**src/rtl/seg_rdr.sv**
```systemverilog
// seg_rdr: seven-segment bus reader.
// Decodes a muxed 4-digit display bus back to nibbles.
module seg_rdr #(
  parameter int SETTLE = 4
) (
  input  logic        clk,
  input  logic        rst_n,
  input  logic [7:0]  segin,
  input  logic [3:0]  dig_sel,
  output logic [15:0] hex,
  output logic [3:0]  dp,
  output logic [3:0]  err,
  output logic        valid
);

  localparam logic [7:0] SAT  = 8'(SETTLE);
  localparam logic [7:0] LAST = 8'(SETTLE - 1);

  logic [11:0] smp;
  logic [11:0] r;
  logic [7:0]  cnt;
  logic [3:0]  seen;
  logic [3:0]  seen_nx;
  logic [1:0]  idx;
  logic        one;
  logic        same;
  logic        stb;
  logic [3:0]  nib;
  logic        legal;

  assign smp  = {dig_sel, segin};
  assign same = (smp == r);
  assign stb  = same && (cnt == LAST) && one;

  // only a single low select names a real digit
  always_comb begin
    one = 1'b1;
    idx = 2'd0;
    case (r[11:8])
      4'hE: idx = 2'd0;
      4'hD: idx = 2'd1;
      4'hB: idx = 2'd2;
      4'h7: idx = 2'd3;
      default: one = 1'b0;
    endcase
  end

  always_comb begin
    legal = 1'b1;
    nib   = 4'h0;
    case (r[6:0])
      7'h40: nib = 4'h0;
      7'h79: nib = 4'h1;
      7'h24: nib = 4'h2;
      7'h30: nib = 4'h3;
      7'h19: nib = 4'h4;
      7'h12: nib = 4'h5;
      7'h02: nib = 4'h6;
      7'h78: nib = 4'h7;
      7'h00: nib = 4'h8;
      7'h18: nib = 4'h9;
      7'h08: nib = 4'hA;
      7'h03: nib = 4'hB;
      7'h27: nib = 4'hC;
      7'h21: nib = 4'hD;
      7'h06: nib = 4'hE;
      7'h0E: nib = 4'hF;
      default: legal = 1'b0;
    endcase
  end

  assign seen_nx = seen | (4'b0001 << idx);

  always_ff @(posedge clk or negedge rst_n) begin
    if (!rst_n) begin
      r     <= '1;
      cnt   <= 8'd0;
      seen  <= 4'h0;
      hex   <= 16'h0000;
      dp    <= 4'h0;
      err   <= 4'h0;
      valid <= 1'b0;
    end else begin
      r     <= smp;
      valid <= 1'b0;
      if (!same)
        cnt <= 8'd0;
      else if (cnt != SAT)
        cnt <= cnt + 8'd1;
      if (stb) begin
        dp[idx] <= ~r[7];
        if (legal) begin
          hex[{idx, 2'b00} +: 4] <= nib;
          err[idx] <= 1'b0;
        end else begin
          err[idx] <= 1'b1;
        end
        if (seen_nx == 4'hF) begin
          seen  <= 4'h0;
          valid <= 1'b1;
        end else begin
          seen <= seen_nx;
        end
      end
    end
  end

endmodule

```
**config.mk**
```make
export PLATFORM = sky130hd
export DESIGN_NAME = seg_rdr
export DESIGN_NICKNAME = d
export VERILOG_FILES = /design/src/rtl/seg_rdr.sv
export SDC_FILE = /design/constraint.sdc
export NUM_CORES = 1
export LEC_CHECK = 0
export ABC_CLOCK_PERIOD_IN_PS = 3470
export BUFFER_PORTS_ARGS = -buffer_cell sky130_fd_sc_hd__buf_4
export CAP_MARGIN = 20
export CORE_UTILIZATION = 32
export DETAILED_ROUTE_END_ITERATION = 6
export PLACE_DENSITY = 0.54
export SLEW_MARGIN = 20
export SYNTH_ARGS = -nofsm -noshare
export SYNTH_HDL_FRONTEND = slang
export SYNTH_SLANG_ARGS = --single-unit
export TNS_END_PERCENT = 10
```
**constraint.sdc**
```tcl
create_clock -name clk -period 3.47 [get_ports clk]
set_input_delay 0.694 -clock clk [delete_from_list [all_inputs] [get_ports clk]]
set_output_delay 0.694 -clock clk [all_outputs]
set_load 0.02 [all_outputs]
```
==> results_dict.tcl <==
set metrics [dict create \
    cp_max_fo 14 \
    vias_per_cell 4.861 \
    crit_chain "nor4b_1, nand2_1, and3_1, a311oi_4, mux2_4" \
    die_w_um 95.13 \
    drive_above_1_share 0.2642 \
    synth_seq_cells 49 \
    syn_inst 262 \
    stdcell_count 404 \
    async_flop_share 1.000 \
    busiest_layer "met2" \
    worstPathArrival_ns 2.65 \
    pin_count 39 \
    grt_overflow 0 \
    slew_viol_final 0 \
    n_antenna_cell 0 \
    postLayoutCellArea_um2 3234 \
    tightest_slew_ns 0.6165 \
    cts_setup_buffers 0 \
    fin_ws_ns 1.003 \
    detail-route-antenna-nets 0 \
    crit_required_ns 3.66 \
    initial_core_util 0.3344 \
    fill_cells 825 \
    totalPowerFinal_mw 1.044 \
    clkSinkCount 49 \
    clock_latency_ns 0.30 \
    globalRouteTotalUtil 0.1303 \
    finClkSkew_ns 0.01127 \
    synth.area.top_cells "dfrtp_1 33%, dfstp_2 11%, mux2i_1 6.1%, xor2_1 5.0%, ha_1 4.1%" \
    clk_pin_slew_ns 0.10 \
    h-tree-depth 2 \
    synth.top_cell.area_share 0.3336 \
    rows 33 \
    maxCapViolations 0 \
    met3_usage 0.03110 \
    wirelength_mm 5.584 \
    pre_cts_slack_ns 0.9209 \
    final_cell_mix "39 x buf_4, 37 x dfrtp_1, 24 x inv_1" \
    grt_max_degree 50 \
    cts-buffers-inserted 5 \
    drtPass1Iterations 5 \
    cts_tree "yes" \
    gr-usage-met2 0.2101 \
    slowest_delay_ns 0.69 \
    ys_types 43 \
    cts_resized 0 \
    yosysWarnings 0 \
    worstHoldPathType "input pin to asynchronous set/reset pin" \
    period_minus_slack_ns 2.467 \
    synth_enable_flop_cells 0 \
    place_inst 396 \
    hold_viol 0 \
    syn_area_per_cell_um2 10.59 \
    critPathKind "flip-flop to flip-flop" \
    wl_per_cell_um 13.82 \
    die_area_um2 9049 \
    drtIter0Drc 111 \
    cts_max_path_buffers 2 \
    io_buffers 38 \
    route.detailed.drc 0 \
    areaGrowthSynthToFinish_pct 16.55 \
    clockRootBuffer "clkbuf_8" \
    synth_top_area_cell "dfrtp_1" \
    grtUsageMet1 0.1748 \
    rr_worst_depth 5 \
    die_y_um 95.13 \
    fmax_mhz 405.3 \
    crit_path_end_kind "flip-flop" \
    rsz0062_at_grt "false" \
    globalplace.congestion 0.8324 \
    setup_violations 0 \
    hpwl_mm 4.190 \
    powerDensity_nw_per_um2 322.9 \
    final.setup.tns_ns 0 \
    min_period_over_period 0.7111 \
    synth_area_um2 2775 \
    grt_pass1_vias 1904 \
    final_common_cell "buf_4" \
    synth_flop_cell "dfrtp_1" \
    status "finished, final reports clean" \
    slew_headroom 0.5890 \
    ir_drop_mv 0.1811 \
    ctsHoldBuffers 0 \
    p_leak_nw 1.488 \
    grt_antenna_before_repair 0 \
    seq_area_frac_synth 0.4472 \
    placed_area_um2 3138 \
    crit_slowest_cell "dfstp_2" \
    grt_pass1_wl_mm 9.239 \
    core_um2 8299 \
    crit_path_start_kind "flip-flop" \
    fin_util 0.3897 \
    syn_nets 285 \
    num_vias 1964 \
    nets 321 \
    holdWs_ns 0.4027 \
]
==> report_power, final <==
part | leakage, nW | total [mW] | internal, mW | switching (mW)
combinational | 0.892 | 0.0849 | 0.0362 | 0.0487
clock | 0.0512 | 0.355 | 0.162 | 0.193
sequential | 0.544 | 0.605 | 0.584 | 0.0201
total | 1.49 | 1.04 | 0.783 | 0.262
==> synthesized netlist by cell type, types with 2 or more instances <==
cell type  instances
o211ai_1           2
and3_1             5
xnor2_1            8
ha_1               9
nor3_1             9
buf_4              2
xor2_1            16
mux2_4             4
nor2_1            19
nor4b_1            2
nor3b_1            3
dfrtp_1           37
or2_2              2
nor2b_1            3
a21boi_0           5
o22ai_1            3
nand2_1           16
nand4_1            3
nand3_1           18
and3b_1            2
a311oi_4           4
o21ai_0            6
inv_1             24
nand4b_1           2
buf_2              6
nor4_1             4
dfstp_2           12
mux2i_1           17
mux2_2             5
==> final cells by class <==
class	instances	area [um^2]	share of cell area
Timing Repair Buffer	39	292.8	0.09052
Tap cell	105	131.4	0.04062
Multi-Input combinational cell	179	1383	0.4275
Clock inverter	2	13.76	0.004255
Sequential cell	49	1241	0.3838
Inverter	24	90.09	0.02785
Clock buffer	6	82.58	0.02553
==> layer usage <==
layer / vias to the layer above / wire (um)
met3: 5 / 259
li1: 975 / -
met1: 942 / 2644
met5: - / 0
met2: 42 / 2627
met4: 0 / 52
==> worst paths after layout <==
path	start	endpoint	slack, ns
worst max-delay path	r[3]	hex[3]	1.00
worst min-delay path	rst_n	cnt[0]	0.40
worst max register to register	r[3]	hex[3]	1.00
worst min register to register	flip-flop	flip-flop	0.52
max in group asynchronous	rst_n	hex[6]	2.65
min in group clk	dig_sel[0]	r[8]	0.50
==> critical path: cells and delay by family, from the launching register on <==
family / cells / cell delay [ns]
AO/OA/AOI/OAI: 1 / 0.46
flip-flops: 1 / 0.69
multiplexers: 1 / 0.33
AND/OR/NAND/NOR: 3 / 0.88
==> registers in the layout, indices dropped and copies added (netlist names), named ones only <==
| name | flops |
|---|---|
| cnt | 8 |
| dp | 4 |
| hex | 16 |
| r | 12 |
| seen | 4 |
| valid | 1 |
==> logic make-up after synthesis <==
group / after synthesis / share of synthesized area
simple gates: 95 / 0.1876
flops: 49 / 0.4472
buf+inv: 34 / 0.05455
compound gates: 25 / 0.09108
fa+ha+maj: 9 / 0.04058
xor+xnor: 24 / 0.07574
mux: 26 / 0.1032
Power figures use the tool's default switching activity.
